### config.mk
export PLATFORM = sky130hd
export DESIGN_NAME = conv_16_18_acc_sat
export DESIGN_NICKNAME = d
export VERILOG_FILES = /design/src/rtl/conv_16_18_acc_sat.sv
export SDC_FILE = /design/constraint.sdc
export NUM_CORES = 1
export LEC_CHECK = 0
export BUFFER_PORTS_ARGS = -buffer_cell sky130_fd_sc_hd__buf_2
export CAP_MARGIN = 25
export CORE_ASPECT_RATIO = 0.8
export CORE_MARGIN = 1.5
export CORE_UTILIZATION = 45
export CTS_CLUSTER_DIAMETER = 30
export DETAILED_ROUTE_END_ITERATION = 8
export GPL_TIMING_DRIVEN = 0
export SETUP_SLACK_MARGIN = 0.05
export SYNTH_ARGS = -nofsm -noshare
export SYNTH_HDL_FRONTEND = slang
export SYNTH_SLANG_ARGS = --single-unit
export TNS_END_PERCENT = 50
### constraint.sdc
create_clock -name ap_clk -period 5.3 [get_ports ap_clk]
set_input_delay 0.53 -clock ap_clk [delete_from_list [all_inputs] [get_ports ap_clk]]
set_output_delay 0.53 -clock ap_clk [all_outputs]
set_load 0.005 [all_outputs]
### src/rtl/conv_16_18_acc_sat.sv
// -----------------------------------------------------------------------------
// conv_16_18_acc_sat
//
// Purpose:
//   Accumulates NUM_TAPS signed 24-bit products from an upstream 16x8
//   multiplier into a 32-bit signed sum. The sum is optionally rounded,
//   arithmetically shifted right by SHIFT and saturated to a signed 16-bit
//   result. That result is presented on a valid/ready output port.
//   The block has a two-state FSM:
//     ACC - accept products (prod_rdy=1).
//     OUT - present the result (out_vld=1) until downstream takes it.
//
// Configuration macro:
//   CONV_16_18_ACC_ROUND_EN
//     Defined   : adds 2^(SHIFT-1) before the shift (round half toward +inf).
//     Undefined : pure truncation toward -inf.
//
// Parameters:
//   ID       - instance identifier, no functional effect
//   NUM_TAPS - products accumulated per output (1..256)
//   SHIFT    - arithmetic right shift applied to the sum (0..15)
//
// Ports:
//   ap_clk    in   1   clock, rising edge
//   ap_rst    in   1   synchronous active-high reset
//   prod_V    in  24   signed product
//   prod_vld  in   1   prod_V valid
//   prod_rdy  out  1   block accepts prod_V (low during reset and in OUT)
//   out_V     out 16   signed rounded/saturated result
//   out_vld   out  1   out_V valid
//   out_rdy   in   1   downstream accepts out_V
//   ovf_flag  out  1   sticky saturation indicator, cleared only by reset
// -----------------------------------------------------------------------------
module conv_16_18_acc_sat #(
  parameter logic [31:0] ID       = 32'd1,
  parameter int          NUM_TAPS = 9,
  parameter int          SHIFT    = 7
) (
  input  logic        ap_clk,
  input  logic        ap_rst,
  input  logic [23:0] prod_V,
  input  logic        prod_vld,
  output logic        prod_rdy,
  output logic [15:0] out_V,
  output logic        out_vld,
  input  logic        out_rdy,
  output logic        ovf_flag
);

  typedef enum logic {
    ST_ACC = 1'b0,
    ST_OUT = 1'b1
  } state_t;

  // Rounding constant. (1 <<< SHIFT) >>> 1 yields 2^(SHIFT-1), and yields 0
  // when SHIFT is 0, so no negative shift amount is ever formed.
`ifdef CONV_16_18_ACC_ROUND_EN
  localparam logic signed [32:0] RND_ADD = (33'sd1 <<< SHIFT) >>> 1;
`else
  localparam logic signed [32:0] RND_ADD = 33'sd0;
`endif

  localparam logic [8:0] LAST_CNT = 9'(NUM_TAPS - 1);

  // Clamp a widened value into the signed 16-bit output range.
  function automatic logic [15:0] sat16(input logic signed [32:0] v);
    logic [15:0] r;
    if (v > 33'sd32767) begin
      r = 16'h7FFF;
    end else if (v < -33'sd32768) begin
      r = 16'h8000;
    end else begin
      r = v[15:0];
    end
    return r;
  endfunction

  // Report whether sat16 would clip the value.
  function automatic logic clips16(input logic signed [32:0] v);
    logic r;
    if ((v > 33'sd32767) || (v < -33'sd32768)) begin
      r = 1'b1;
    end else begin
      r = 1'b0;
    end
    return r;
  endfunction

  state_t             r_state;
  state_t             w_state_nxt;
  logic signed [31:0] r_acc;
  logic [8:0]         r_cnt;
  logic [15:0]        r_out;
  logic               r_ovf;

  logic signed [31:0] w_prod_ext;
  logic signed [31:0] w_sum;
  logic signed [32:0] w_rnd;
  logic signed [32:0] w_shf;
  logic               w_accept;
  logic               w_last;

  assign w_prod_ext = {{8{prod_V[23]}}, prod_V};
  assign w_sum      = r_acc + w_prod_ext;
  // One extra bit so that the rounding add cannot wrap at the top of range.
  assign w_rnd      = {w_sum[31], w_sum} + RND_ADD;
  assign w_shf      = w_rnd >>> SHIFT;
  assign w_accept   = prod_vld & prod_rdy;
  assign w_last     = w_accept & (r_cnt == LAST_CNT);

  assign out_V    = r_out;
  assign ovf_flag = r_ovf;

  // FSM state register.
  always_ff @(posedge ap_clk) begin
    if (ap_rst) begin
      r_state <= ST_ACC;
    end else begin
      r_state <= w_state_nxt;
    end
  end

  // FSM next-state and handshake outputs; prod_rdy is masked by reset.
  always_comb begin
    w_state_nxt = r_state;
    prod_rdy    = 1'b0;
    out_vld     = 1'b0;
    case (r_state)
      ST_ACC: begin
        prod_rdy = ~ap_rst;
        if (w_last) begin
          w_state_nxt = ST_OUT;
        end else begin
          w_state_nxt = ST_ACC;
        end
      end
      ST_OUT: begin
        out_vld = 1'b1;
        if (out_rdy) begin
          w_state_nxt = ST_ACC;
        end else begin
          w_state_nxt = ST_OUT;
        end
      end
      default: begin
        w_state_nxt = ST_ACC;
      end
    endcase
  end

  // Accumulator, tap counter, result register and sticky overflow flag.
  always_ff @(posedge ap_clk) begin
    if (ap_rst) begin
      r_acc <= 32'sd0;
      r_cnt <= 9'd0;
      r_out <= 16'd0;
      r_ovf <= 1'b0;
    end else begin
      case (r_state)
        ST_ACC: begin
          if (w_accept) begin
            r_acc <= w_sum;
            r_cnt <= r_cnt + 9'd1;
            if (w_last) begin
              r_out <= sat16(w_shf);
              r_ovf <= r_ovf | clips16(w_shf);
            end
          end
        end
        ST_OUT: begin
          // out_V keeps the delivered result; only the window state clears.
          if (out_rdy) begin
            r_acc <= 32'sd0;
            r_cnt <= 9'd0;
          end
        end
        default: begin
          r_acc <= 32'sd0;
          r_cnt <= 9'd0;
        end
      endcase
    end
  end

endmodule
==> flow_summary_export.csv, run 1 <==
group,metric,value,unit
timing,finClkSkew,9.74,ps
clocking,cts_resized,0,
power,total_power,1.18,mW
final_layout,final_util,52.9,%
global_route,grt_pass1_wl,17800,um
timing,rsz0062_at_grt,"false",
clocking,root_buffer,"clkbuf_8",
clocking,post-cts-setup-buffers,0,
global_route,track_usage,24.5,%
flow_run,max_cap_viol_count,0,
floorplan,die_x,108,um
floorplan,die_h,87.4,um
clocking,clk_path_buf_depth,2,
setup_path,crit_family,"compound AO/OA/AOI/OAI gates",
timing,max-slew-margin-rel,38.4,%
setup_path,critPathMostFrequentCell,"o21ai_0",
floorplan,pin_count,47,
timing,final-max-slew-violation-count,0,
setup_path,startpoint_type,"flip-flop",
power,p_per_area,261,nW/um2
floorplan,initial_core_util,46.8,%
setup_path,critPathMaxFanout,10,
detailed_routing,vias,3831,
setup_path,crit_buf_inv,2,
timing,worst_slack,1480,ps
setup_path,path_class,"reg2reg",
detailed_routing,drtPass1Iterations,5,
clocking,hold_buffers,0,
clocking,clock_sinks,59,
power,cellLeakagePower,2.03,nW
setup_path,cp.required,5530,ps
synth,synth-edff-count,0,
detailed_routing,wl_met2,4600,um
final_layout,drive_above_1_share,14.4,%
power,ir_worst_vdd,0.129,mV
clocking,cts_tree,"built",
clocking,numCtsBuffers,9,
final_layout,syn2layout_area_growth,13.0,%
synth,ys_seq_area_share,29.5,%
place,place.gp.congestion,0.892,
synth,yosys_most_used_dff,"dfxtp_1",
global_route,antenna_found_initial,0,
synth,synth.avg_cell_area,7.82,um2
final_layout,final_cell_mix,"nor2_1, dfxtp_1, nand2_1",
timing,fin_crit,3820,ps
final_layout,antenna_cells,0,
timing,worst_slew_pin_slew,921,ps
synth,ys_ff_latch,59,
timing,whs,475,ps
setup_path,cp_data_arrival_time,4050,ps
synth,synth_cell_types,54,
final_layout,layout_commonest_cell,"nor2_1",
global_route,grt_pass1_vias,3609,
setup_path,path_cells,"ha_1, inv_1, fa_1, nand2b_1, a21oi_1, o21ai_0, o21ai_0, a31oi_1, xor2_1, nand4_1, o41a_1, nor2_4, buf_8, a21oi_2",
timing,finalSetupViolCount,0,
synth,syn_area,4010,um2
setup_path,crit_path_end_kind,"flip-flop",
global_route,gr-total-overflow,0,
detailed_routing,routed_wl,10800,um
detailed_routing,wl_met3,638,um
detailed_routing,highest_layer,"met4",
detailed_routing,vias_per_cell,5.62,
synth,ys_warn_count,0,
detailed_routing,drc,0,
place,post-place-ws,1280,ps
place,dp_hpwl,8460,um
timing,timing.fmax,262,MHz
outcome,status,"finished clean",
clocking,htree_num_levels,3,
min_path,hp-class,"reg2reg",
clocking,clkLatencyLatePin,350,ps
synth,async_flop_share,0,%
synth,synthCells,512,
detailed_routing,antenna_left,0,
floorplan,core_area,8560,um2
floorplan,die_area,9480,um2
setup_path,slowest_stage,"o41a_1",
synth,yosys.area.top_type,"dfxtp_1",
clocking,path_clk_slew,60,ps
global_route,grt_max_degree,11,
synth,synth_area_leaders,"dfxtp_1, ha_1, a21oi_1",
floorplan,row_count,30,
synth,synth_top_cell_area_share,29.5,%
final_layout,nets,630,
place,io_buffer_count,45,
synth,synth_nets,574,
setup_path,max_stage_delay,470,ps
detailed_routing,wl_met1,5390,um
detailed_routing,wl_per_cell,15.8,um
detailed_routing,drt-initial-drc-count,159,
timing,period_share,72.0,%
timing,setup_tns,0,ps
timing,hold_violations,0,
-- cells in the mapped netlist, drive strengths merged, types with 4 or more instances --
cell type	number
a21o	8
a21oi	66
a22oi	20
and3	6
buf	5
clkbuf	19
dfxtp	59
ha	33
inv	8
nand2	58
nand2b	5
nand3	8
nand4	10
nor2	67
nor3	7
nor4	4
o211ai	4
o21a	5
o21ai	29
o21bai	18
xnor2	14
xor2	20
-- report_power, final --
part | internal [mW] | switching, mW | total [mW]
sequential | 0.464 | 0.0130 | 0.477
clock | 0.173 | 0.182 | 0.354
combinational | 0.131 | 0.217 | 0.349
total | 0.768 | 0.412 | 1.18
-- metal layers --
layer	vias up	track usage, %
met1	1772	33.4
met3	13	5.91
met4	0	7.06
met2	95	38.5
met5	-	0
li1	1951	-
-- sequential cells by signal (all words and copies together), names as in the netlist --
signal	flops
r_cnt	9
out_V	16
r_acc	32
ovf_flag	1
r_state	1
-- worst min-delay path: stages (launching register included) --
cell and delay, ps:
dfxtp_1 310, inv_1 50, o21ai_0 70
-- stage by stage --
step	area (um2)	cells
2_1_floorplan	4010	512
3_3_place_gp	4370	669
3_5_place_dp	4370	669
4_1_cts	4530	682
5_1_grt	4530	682
6_report	4530	682
-- cell families (layout without fill, tap and decap cells) --
| kind of cell | after synthesis | after routing | share of synthesized area [%] |
|---|---|---|---|
| AND/OR/NAND/NOR | 182 | 182 | 21.0 |
| AO/OA/AOI/OAI | 169 | 169 | 27.3 |
| flip-flops | 59 | 59 | 29.5 |
| adder cells (fa/ha/maj) | 34 | 34 | 10.8 |
| XOR/XNOR | 34 | 34 | 7.44 |
| buffers and inverters | 32 | 90 | 3.44 |
| multiplexers | 2 | 2 | 0.500 |
-- layout make-up --
class	instances	area (um2)
clock inverters	3	17.5
well taps	112	140
flip-flops and latches	59	1180
inverters	8	30.0
fillers	868	4030
plain buffers	24	108
clock buffers	10	138
repair buffers	45	225
multi-input cells	421	2690
-- path summary, 6_finish.rpt --
check	from	endpoint	slack, ps	cells after the start
worst max register to register	r_acc[0]	out_V[4]	1480	14
worst max-delay path	r_acc[0]	out_V[4]	1480	14
worst min register to register	ovf_flag	ovf_flag	470	2
worst min-delay path	ovf_flag	ovf_flag	470	2
Power figures use the tool's default switching activity.
==> inputs of run 2 (changes only) <==
ABC_AREA = 1   (was not set)
clock period = 4 ns   (was 5.3 ns; I/O delays follow)
==> run 2 against run 1 <==
Core utilization grew 0.92 points. Highest routed layer unchanged. Non-clock buffer count shrank 10. Sequential power up 32%. Clock-buffer cell count fell by 1. Sequential cell count unchanged. Final area increased by 24%. Synthesized cell count is 54% higher. Final cell count increased by 45%. Total power grew 72%. Via count increased by 30%. Maximum frequency rose by 31%. Hold slack got worse by 78 ps.
==> flow_summary_export.csv, run 2 <==
group,metric,value,unit
synth,synth-edff-count,0,
power,netSwitchingFraction,36.0,%
power,p_switching,0.729,mW
synth,synth_cell_types,41,
clocking,path_clk_slew,60,ps
timing,max-slew-margin-rel,62.2,%
power,clockPowerShare,40.4,%
setup_path,cp_data_arrival_time,3150,ps
global_route,antenna_found_initial,0,
floorplan,pin_count,47,
final_layout,layout_commonest_cell,"nand2_1",
clocking,clock_sinks,59,
synth,ys_seq_area_share,24.2,%
synth,ys_warn_count,0,
place,io_buffer_count,45,
setup_path,path_class,"reg2reg",
power,power.internal,1.30,mW
setup_path,cp.required,4220,ps
final_layout,largest_reg_flops,32,
clocking,numCtsBuffers,9,
synth,synth_top_cell_area_share,24.2,%
clocking,hold_buffers,0,
detailed_routing,drtPass1Iterations,5,
place,dp_hpwl,11500,um
floorplan,die_area,11500,um2
detailed_routing,drc,0,
floorplan,die_h,96.2,um
detailed_routing,antenna_left,0,
synth,synth.avg_cell_area,6.19,um2
floorplan,initial_core_util,47.0,%
global_route,grt_max_degree,14,
timing,finClkSkew,7.73,ps
final_layout,drive_above_1_share,16.8,%
clocking,clk_path_buf_depth,2,
clocking,cts_tree,"built",
synth,yosys_most_used_dff,"dfxtp_1",
global_route,track_usage,25.7,%
clocking,htree_num_levels,3,
clocking,cts_resized,0,
detailed_routing,vias,4963,
final_layout,nets,908,
synth,synth_nets,852,
timing,setup_tns,0,ps
final_layout,top_register,"r_acc",
timing,rsz0062_at_grt,"false",
timing,worst_slew_pin_slew,567,ps
synth,async_flop_share,0,%
synth,synth.most_common_cell,"nand2_1",
global_route,grt_pass1_wl,22800,um
min_path,hp-class,"in2reg",
clocking,root_buffer,"clkbuf_16",
detailed_routing,vias_per_cell,5.01,
place,place.gp.congestion,0.952,
synth,syn_area,4890,um2
floorplan,core_area,10400,um2
setup_path,crit_path_end_kind,"flip-flop",
power,p_seq_share,31.1,%
detailed_routing,wl_per_cell,14.1,um
final_layout,antenna_cells,0,
synth,synthCells,790,
timing,timing.fmax,342,MHz
detailed_routing,routed_wl,14000,um
floorplan,row_count,33,
synth,synth_commonest_cells,"nand2_1, inv_1, a21oi_1, dfxtp_1, nor2_1",
power,cellLeakagePower,2.89,nW
power,p_per_area,362,nW/um2
synth,yosys.area.top_type,"dfxtp_1",
timing,finalSetupViolCount,0,
global_route,gr-total-overflow,0,
synth,ys_ff_latch,59,
detailed_routing,drt-initial-drc-count,247,
final_layout,final_cell_mix,"nand2_1, inv_1, a21oi_1",
setup_path,startpoint_type,"flip-flop",
timing,worst_slack,1080,ps
timing,hold_violations,0,
timing,fin_crit,2920,ps
place,post-place-ws,951,ps
clocking,clkLatencyLatePin,340,ps
synth,synth_area_leaders,"dfxtp_1, nand2_1, inv_1",
timing,period_share,73.1,%
power,p_comb_share,28.4,%
final_layout,syn2layout_area_growth,14.5,%
timing,final-max-slew-violation-count,0,
setup_path,critPathMaxFanout,10,
floorplan,die_x,120,um
outcome,status,"finished clean",
power,ir_worst_vdd,0.220,mV
global_route,grt_pass1_vias,4559,
flow_run,max_cap_viol_count,0,
clocking,post-cts-setup-buffers,0,
==> run 2: per-stage QoR <==
| step | hold WS [ps] | instance area, um2 | cells | utilization [%] | power, mW |
|---|---|---|---|---|---|
| floorplan | 447 | 4890 | 790 | - | 1.06 |
| global placement | 437 | 5290 | 975 | 50.8 | 1.20 |
| detailed placement | 443 | 5290 | 975 | 50.8 | 1.21 |
| CTS | 395 | 5600 | 991 | 53.8 | 2.04 |
| global route | 416 | 5600 | 991 | 53.8 | 2.13 |
| finish | 397 | 5600 | 991 | 53.8 | 2.02 |
==> run 2: critical path: stages (launching register included) <==
cell	delay, ps
dfxtp_1	330
ha_1	250
inv_1	80
fa_1	360
inv_1	170
nand3_1	90
nand3_1	140
nand2_1	70
nand2_1	140
nand2_1	90
nand3_1	90
nand2_1	50
nand2_1	130
nand2_1	80
nor2_2	110
nand3_2	120
a21oi_4	250
buf_8	190
a21oi_2	60
==> run 2: final timing paths <==
kind | startpoint | endpoint | slack, ps | cells after the start
setup / recovery | r_acc[0] | out_V[6] | 1080 | 18
hold / removal | prod_V[0] | r_acc[0] | 400 | 3
setup reg to reg | r_acc[0] | out_V[6] | 1080 | 18
hold reg to reg | ovf_flag | ovf_flag | 450 | 2
==> run 2: kinds of logic after synthesis <==
family | synth area share, %
buffers and inverters | 11.1
XOR/XNOR | 3.53
flip-flops | 24.2
AND/OR/NAND/NOR | 39.6
adder cells (fa/ha/maj) | 8.86
AO/OA/AOI/OAI | 12.7
==> run 2: final cells by class <==
class                      count  area [um2]
timing repair buffer          45         225
inverter                     123         462
buffer                        14        80.1
fill                        1081        4810
clock buffer                   9         225
sequential                    59        1180
multi-input combinational    594        3170
clock inverter                 7        83.8
tap                          140         175
==> run 2: metal layers <==
layer  part of all wire (%)  track usage [%]
met1                     53             36.8
met2                     41             39.8
met3                    4.9             4.21
met4                    1.4             6.94
met5                      0                0
==> run 2: power groups by stage <==
stage,clock network (mW),registers [mW],logic [mW]
6_report,0.819,0.630,0.576
3_3_place_gp,0,0.641,0.562
5_1_grt,0.858,0.633,0.639
2_1_floorplan,0,0.639,0.418
3_5_place_dp,0,0.643,0.565
4_1_cts,0.839,0.630,0.568
